$ cat src/rtl/mm_pkg.sv
// mm_pkg: shared FP32 operand type, zero constant and feeder state encoding.
// Also imported by the downstream result collector.
package mm_pkg;
   typedef logic [31:0] fp32_t;
   localparam fp32_t FP_ZERO = 32'h0000_0000;
   typedef enum logic [2:0] {IDLE, CLEAR, STREAM, DRAIN, DONE} feeder_state_t;
endpackage

$ cat src/rtl/systolic_feeder_if.sv
// systolic_feeder_if: operand write port, control and PE-edge bus of the feeder.
// master: drives wr_*, start, pe_overflow; observes lanes, enables and status.
// slave : the feeder itself.
interface systolic_feeder_if #(parameter int N = 4);
   localparam int AW = $clog2(N*N);
   logic             wr_en;
   logic             wr_sel;
   logic [AW-1:0]    wr_addr;
   mm_pkg::fp32_t    wr_data;
   logic             start;
   logic             pe_overflow;
   logic [N*32-1:0]  a_lane;
   logic [N*32-1:0]  b_lane;
   logic             acc_clr;
   logic             mult_en;
   logic             add_en;
   logic             out_en;
   logic             busy;
   logic             done;
   logic             wr_rej;
   logic             ovf_flag;
   modport master (output wr_en, wr_sel, wr_addr, wr_data, start, pe_overflow,
                   input a_lane, b_lane, acc_clr, mult_en, add_en, out_en, busy, done, wr_rej, ovf_flag);
   modport slave  (input wr_en, wr_sel, wr_addr, wr_data, start, pe_overflow,
                   output a_lane, b_lane, acc_clr, mult_en, add_en, out_en, busy, done, wr_rej, ovf_flag);
endinterface

$ cat src/rtl/enable_delay.sv
// enable_delay: DEPTH-cycle single-bit delay line with async active-high reset.
// Ports: clk, reset, d_i (input bit), q_o (d_i delayed by DEPTH cycles).
module enable_delay #(parameter int DEPTH = 1) (
   input  logic clk,
   input  logic reset,
   input  logic d_i,
   output logic q_o
);
   logic [DEPTH-1:0] sr_q;
   always_ff @(posedge clk or posedge reset)
      if (reset) sr_q <= '0;
      else       sr_q <= (sr_q << 1) | DEPTH'(d_i);
   assign q_o = sr_q[DEPTH-1];
endmodule

$ cat src/rtl/systolic_feeder.sv
// systolic_feeder: holds A/B operand banks and streams them diagonally skewed into an N x N systolic array.
// Ports: clk, reset (async, active-high), bus (systolic_feeder_if.slave: write port, start,
// pe_overflow in; skewed lanes, PE enables, acc_clr, busy, done, wr_rej, ovf_flag out).
module systolic_feeder import mm_pkg::*; #(
   parameter int N         = 4,
   parameter int MULT_LAT  = 1,
   parameter int ADD_LAT   = 1,
   parameter int DRAIN_CYC = 8
) (
   input logic clk,
   input logic reset,
   systolic_feeder_if.slave bus
);
   localparam int AW = $clog2(N*N);
   localparam int CW = $clog2(2*N + DRAIN_CYC);
   feeder_state_t   state_q;
   logic [CW-1:0]   cnt_q;
   fp32_t           a_q [N*N];
   fp32_t           b_q [N*N];
   logic [N*32-1:0] a_lane_q, b_lane_q, a_lane_d, b_lane_d;
   logic            acc_clr_q, mult_en_q, busy_q, done_q, wr_rej_q, ovf_q;
   logic            idle, stream_last, load_lanes, wr_ok, add_en_w, out_en_w;
   int              t_nxt;
   assign idle        = state_q == IDLE;
   assign stream_last = state_q == STREAM && cnt_q == CW'(2*N - 2);
   // Lanes are registered, so they are computed for the stream index of the coming cycle.
   assign load_lanes  = state_q == CLEAR || (state_q == STREAM && !stream_last);
   assign t_nxt       = state_q == CLEAR ? 0 : int'(cnt_q) + 1;
   assign wr_ok       = bus.wr_en && idle && ({1'b0, bus.wr_addr} < (AW+1)'(N*N));
   always_comb begin
      a_lane_d = '0;
      b_lane_d = '0;
      for (int i = 0; i < N; i++)
         if (load_lanes && t_nxt >= i && t_nxt < i + N) begin
            a_lane_d[32*i +: 32] = a_q[AW'(i*N + t_nxt - i)];
            b_lane_d[32*i +: 32] = b_q[AW'((t_nxt - i)*N + i)];
         end
   end
   always_ff @(posedge clk or posedge reset)
      if (reset) begin
         state_q   <= IDLE;
         cnt_q     <= '0;
         a_q       <= '{default: FP_ZERO};
         b_q       <= '{default: FP_ZERO};
         a_lane_q  <= '0;
         b_lane_q  <= '0;
         acc_clr_q <= 1'b0;
         mult_en_q <= 1'b0;
         busy_q    <= 1'b0;
         done_q    <= 1'b0;
         wr_rej_q  <= 1'b0;
         ovf_q     <= 1'b0;
      end else begin
         a_lane_q <= a_lane_d;
         b_lane_q <= b_lane_d;
         wr_rej_q <= bus.wr_en && !wr_ok;
         if (wr_ok && bus.wr_sel)  b_q[bus.wr_addr] <= bus.wr_data;
         if (wr_ok && !bus.wr_sel) a_q[bus.wr_addr] <= bus.wr_data;
         ovf_q <= (idle && bus.start) ? 1'b0 : ovf_q | (bus.pe_overflow && busy_q);
         case (state_q)
            IDLE:
               if (bus.start) begin
                  state_q   <= CLEAR;
                  acc_clr_q <= 1'b1;
                  busy_q    <= 1'b1;
               end
            CLEAR: begin
               state_q   <= STREAM;
               cnt_q     <= '0;
               acc_clr_q <= 1'b0;
               mult_en_q <= 1'b1;
            end
            STREAM:
               if (stream_last) begin
                  state_q   <= DRAIN;
                  cnt_q     <= '0;
                  mult_en_q <= 1'b0;
               end else cnt_q <= cnt_q + 1'b1;
            DRAIN:
               if (cnt_q == CW'(DRAIN_CYC - 1)) begin
                  state_q <= DONE;
                  done_q  <= 1'b1;
               end else cnt_q <= cnt_q + 1'b1;
            DONE: begin
               state_q <= IDLE;
               done_q  <= 1'b0;
               busy_q  <= 1'b0;
            end
            default: state_q <= IDLE;
         endcase
      end
   enable_delay #(.DEPTH(MULT_LAT)) u_add_dly (.clk(clk), .reset(reset), .d_i(mult_en_q), .q_o(add_en_w));
   enable_delay #(.DEPTH(ADD_LAT))  u_out_dly (.clk(clk), .reset(reset), .d_i(add_en_w),  .q_o(out_en_w));
   assign bus.a_lane   = a_lane_q;
   assign bus.b_lane   = b_lane_q;
   assign bus.acc_clr  = acc_clr_q;
   assign bus.mult_en  = mult_en_q;
   assign bus.add_en   = add_en_w;
   assign bus.out_en   = out_en_w;
   assign bus.busy     = busy_q;
   assign bus.done     = done_q;
   assign bus.wr_rej   = wr_rej_q;
   assign bus.ovf_flag = ovf_q;
endmodule

$ cat src/flat_wrapper.sv
// flat-port wrapper written by rule: the top's interface ports become plain ports
module systolic_feeder_flat import mm_pkg::*;
#(
   parameter int N         = 4,
   parameter int MULT_LAT  = 1,
   parameter int ADD_LAT   = 1,
   parameter int DRAIN_CYC = 8
)
  (clk, reset, bus_wr_en, bus_wr_sel, bus_wr_addr, bus_wr_data, bus_start, bus_pe_overflow, bus_a_lane, bus_b_lane, bus_acc_clr, bus_mult_en, bus_add_en, bus_out_en, bus_busy, bus_done, bus_wr_rej, bus_ovf_flag);
  systolic_feeder_if #(.N(N)) bus_i ();
  input logic clk;
  input logic reset;
  input wire logic [$bits(bus_i.wr_en)-1:0] bus_wr_en;
  input wire logic [$bits(bus_i.wr_sel)-1:0] bus_wr_sel;
  input wire logic [$bits(bus_i.wr_addr)-1:0] bus_wr_addr;
  input wire logic [$bits(bus_i.wr_data)-1:0] bus_wr_data;
  input wire logic [$bits(bus_i.start)-1:0] bus_start;
  input wire logic [$bits(bus_i.pe_overflow)-1:0] bus_pe_overflow;
  output wire logic [$bits(bus_i.a_lane)-1:0] bus_a_lane;
  output wire logic [$bits(bus_i.b_lane)-1:0] bus_b_lane;
  output wire logic [$bits(bus_i.acc_clr)-1:0] bus_acc_clr;
  output wire logic [$bits(bus_i.mult_en)-1:0] bus_mult_en;
  output wire logic [$bits(bus_i.add_en)-1:0] bus_add_en;
  output wire logic [$bits(bus_i.out_en)-1:0] bus_out_en;
  output wire logic [$bits(bus_i.busy)-1:0] bus_busy;
  output wire logic [$bits(bus_i.done)-1:0] bus_done;
  output wire logic [$bits(bus_i.wr_rej)-1:0] bus_wr_rej;
  output wire logic [$bits(bus_i.ovf_flag)-1:0] bus_ovf_flag;
  assign bus_i.wr_en = bus_wr_en;
  assign bus_i.wr_sel = bus_wr_sel;
  assign bus_i.wr_addr = bus_wr_addr;
  assign bus_i.wr_data = bus_wr_data;
  assign bus_i.start = bus_start;
  assign bus_i.pe_overflow = bus_pe_overflow;
  assign bus_a_lane = bus_i.a_lane;
  assign bus_b_lane = bus_i.b_lane;
  assign bus_acc_clr = bus_i.acc_clr;
  assign bus_mult_en = bus_i.mult_en;
  assign bus_add_en = bus_i.add_en;
  assign bus_out_en = bus_i.out_en;
  assign bus_busy = bus_i.busy;
  assign bus_done = bus_i.done;
  assign bus_wr_rej = bus_i.wr_rej;
  assign bus_ovf_flag = bus_i.ovf_flag;
  systolic_feeder #(.N(N), .MULT_LAT(MULT_LAT), .ADD_LAT(ADD_LAT), .DRAIN_CYC(DRAIN_CYC)) u_core (.clk(clk), .reset(reset), .bus(bus_i));
endmodule
$ cat config.mk
export PLATFORM = sky130hd
export DESIGN_NAME = systolic_feeder_flat
export DESIGN_NICKNAME = d
export VERILOG_FILES = /design/src/rtl/mm_pkg.sv /design/src/rtl/systolic_feeder_if.sv /design/src/rtl/enable_delay.sv /design/src/rtl/systolic_feeder.sv /design/src/flat_wrapper.sv
export SDC_FILE = /design/constraint.sdc
export NUM_CORES = 2
export LEC_CHECK = 0
export BUFFER_PORTS_ARGS = -buffer_cell sky130_fd_sc_hd__buf_2
export CORE_MARGIN = 4
export CORE_UTILIZATION = 55
export DETAILED_ROUTE_END_ITERATION = 8
export PLACE_DENSITY = 0.8
export SYNTH_ARGS = -nofsm -noshare
export SYNTH_HDL_FRONTEND = slang
export SYNTH_SLANG_ARGS = --single-unit
$ cat constraint.sdc
create_clock -name clk -period 36.3 [get_ports clk]
set_input_delay 1.815 -clock clk [delete_from_list [all_inputs] [get_ports clk]]
set_output_delay 1.815 -clock clk [all_outputs]
set_load 0.02 [all_outputs]
==> results.toml <==
[worst_setup_path]
start_kind = "flip-flop"
worst-setup-path-type = "reg -> reg"
worstPathMaxFanout = 66
reg2reg_depth = 15
r2r_slack_ns = 29.57
required_ns = 36.96
cp.arrival_ns = 7.39
timing.rr.end = "u_core.bus.a_lane[54]"
cp-end-kind = "flip-flop"
worstReg2RegStart = "u_core.cnt_q[0]"

[layout]
area_delta_synth_final_pct = 11.8
layout.cells.most_common = "dfrtp_1"
postLayoutCoreUtil_pct = 62.3
fin_nets = 4644
final_cell_mix = "dfrtp_1 (1295), mux2_2 (1010), nand2_1 (446)"
drive_gt1_share_pct = 38.5

[clocking]
clock-sinks = 1295
cts-root-buf = "clkbuf_16"
cts_buffers = 134
cts.clk_slew.worst_paths_ns = 0.06
post_cts_resized = 0
postCtsHoldBufs = 0
clk_latency_ns = 0.75
h-tree-depth = 4
cts_setup_buffers = 0
clockBufferDepth = 3
tritoncts = "done"

[routing]
ant_nets = 0
dr.pass1.iters = 6
drtIter0Drc = 4513
vias_per_cell = 6.55
vias = 39900
route.detailed.drc = 0
drt-total-wl_um = 169000
post_drt_wl_per_cell_um = 27.8

[sta]
fin_tns_setup_ns = 0
slew_headroom_pct = 10.3
maxSlewViolCount = 0
finalCritPeriodShare_pct = 18.5
setup_viol = 0
max_slew.worst_pin.slew_ns = 1.34
holdWs_ns = 0.373
period_needed_ns = 6.73
layout_setup_ws_ns = 29.57
timing.fmax_ghz = 0.149
finClkSkew_ns = 0.0229
hold_viol = 0
rsz0062_at_grt = "no"

[die]
dieArea_sq_um = 111000
start_util_pct = 55.7
row_count = 118
num_io_pins = 306
dieHeight_um = 333
dieWidth_um = 333
coreArea_sq_um = 104000

[synth]
postSynthCellCount = 4493
synth_flop_cell = "dfrtp_1"
synth.ff_latch_count = 1295
syn_nets = 4539
synth_top_area_share_pct = 55.8
synth_area_per_cell_sq_um = 12.9
ys_seq_area_share_pct = 55.8
synth_area_sq_um = 58100
synth_area_leader_cell = "dfrtp_1"
synth_edf_count = 0
async_flop_share_pct = 100
yosysWarnings = 0
synth_cell_types = 68
yosys-top-cells-area = "dfrtp_1 (56%), mux2_2 (20%), mux4_2 (3.9%)"

[flow_run]
cap_violations = 0

[placement]
portBuffers = 305
post-place-ws_ns = 29.59
place_congestion = 0.865
hpwl_um = 97400

[grt]
grt_usage_pct = 30.2
grt_max_degree = 175
antenna_found_initial = 22
overflow = 0
grt_pass1_wl_um = 256000
grt_pass1_vias = 40100

[power_and_ir_drop]
ir_drop_mv = 0.156
power_density_nw_per_um2 = 90.5
cellLeakagePower_nw = 31.4

[hold_path]
hold_path_end = "u_core.u_out_dly.q_o"
hold_class = "reg -> reg"
min_from = "u_core.u_add_dly.q_o"
min_path_cells = 0

[status]
status = "finished, final reports clean"
==> synthesized netlist by cell type, types with 3 or more instances <==
cell type	count
o221ai_1	63
nor3_1	10
nand3_1	12
o31ai_1	32
a21oi_1	111
mux2_1	14
nand2b_1	3
mux2_2	1010
o21a_1	64
nand3b_1	4
and2_1	33
buf_6	4
o2bb2ai_2	30
o22ai_1	65
inv_1	8
buf_1	37
o21ai_1	8
buf_2	119
nor2b_1	6
o21ai_0	34
a221oi_1	124
a32oi_1	30
ha_1	4
clkbuf_1	245
mux2i_1	143
mux4_2	101
nor3_2	4
nor2_1	285
a311oi_1	25
and3_1	32
nand2_1	446
buf_4	16
xnor2_2	3
dfrtp_1	1295
xnor2_1	3
a31oi_1	33
==> critical path, stage by stage, from the launching register on <==
cell and delay (ns):
dfrtp_1 0.70, inv_1 0.27, ha_1 0.64, nor2_4 0.07, buf_4 0.40, clkinv_1 0.13
buf_4 0.58, ha_1 0.83, xnor3_4 0.71, buf_4 0.68, buf_4 0.75, nand2_1 0.14
a31oi_1 0.18, o221ai_1 0.13, o21a_1 0.18, o2bb2ai_2 0.13
==> power by group <==
group	leakage (nW)	total (mW)	internal [mW]	switching, mW
registers	17.7	1.86	1.70	0.165
logic	11.4	2.62	0.879	1.74
clock network	2.21	1.39	0.805	0.588
total	31.4	5.87	3.38	2.49
==> registers in the layout, indices dropped and copies added, names as in the netlist <==
register              flops
u_core.bus.a_lane       128
u_core.bus.busy           1
u_core.cnt_q              4
u_core.a_q              512
u_core.u_out_dly.q_o      1
u_core.u_add_dly.q_o      1
u_core.state_q            3
u_core.b_q              512
u_core.bus.acc_clr        1
u_core.bus.ovf_flag       1
u_core.bus.mult_en        1
u_core.bus.b_lane       128
u_core.bus.wr_rej         1
u_core.bus.done           1
==> worst max-delay path by stage <==
| stage | startpoint | endpoint | slack, ns | cells past startpoint |
|---|---|---|---|---|
| 6_report | u_core.cnt_q[0] | u_core.bus.a_lane[54] | 29.57 | 15 |
| 5_1_grt | u_core.cnt_q[0] | u_core.bus.a_lane[50] | 29.34 | 15 |
| 4_1_cts | u_core.cnt_q[0] | u_core.bus.a_lane[60] | 29.76 | 15 |
| 3_5_place_dp | reset | u_core.a_q[449] | 29.59 | 7 |
| 3_3_place_gp | reset | u_core.a_q[336] | 29.68 | 7 |
| 2_1_floorplan | reset | u_core.a_q[0] | 16.58 | 1 |
==> metrics by stage <==
stage / area [sq um] / cells / power (mW)
2_1_floorplan: 58100 / 4493 / 3.62
5_1_grt: 64900 / 6081 / 6.10
6_report: 64900 / 6088 / 5.87
3_3_place_gp: 60400 / 5842 / 4.37
3_5_place_dp: 60400 / 5842 / 4.42
4_1_cts: 64900 / 6081 / 5.83
==> layer usage <==
layer | up-vias | GRT usage, % | part of all wire, %
met1 | 20700 | 40.3 | 39
met2 | 2185 | 45.9 | 45
met3 | 519 | 8.02 | 10
li1 | 16500 | - | -
met4 | 14 | 15.0 | 5.4
met5 | - | 0 | 0.057
==> cells by family (layout without fill, tap and decap cells) <==
logic type,after synthesis,after routing,synth area share (%)
adders and majority gates,4,4,0.0862
other,0,7,0
AOI/OAI and AO/OA,634,634,8.29
buffers and inverters,432,640,3.21
and+or+nand+nor,851,851,6.10
xor gates and xnor gates,9,9,0.256
muxes,1268,1268,26.2
DFF,1295,1295,55.8
==> layout make-up <==
class | count | area (sq um)
diodes | 7 | 17.5
clock buffers | 189 | 3890
clock inverters | 50 | 584
fillers | 7836 | 39300
inverters | 10 | 48.8
multi-input cells | 2766 | 24000
flip-flops and latches | 1295 | 32400
well taps | 1380 | 1730
repair buffers | 391 | 2210
(Power assumes the default switching activity.)
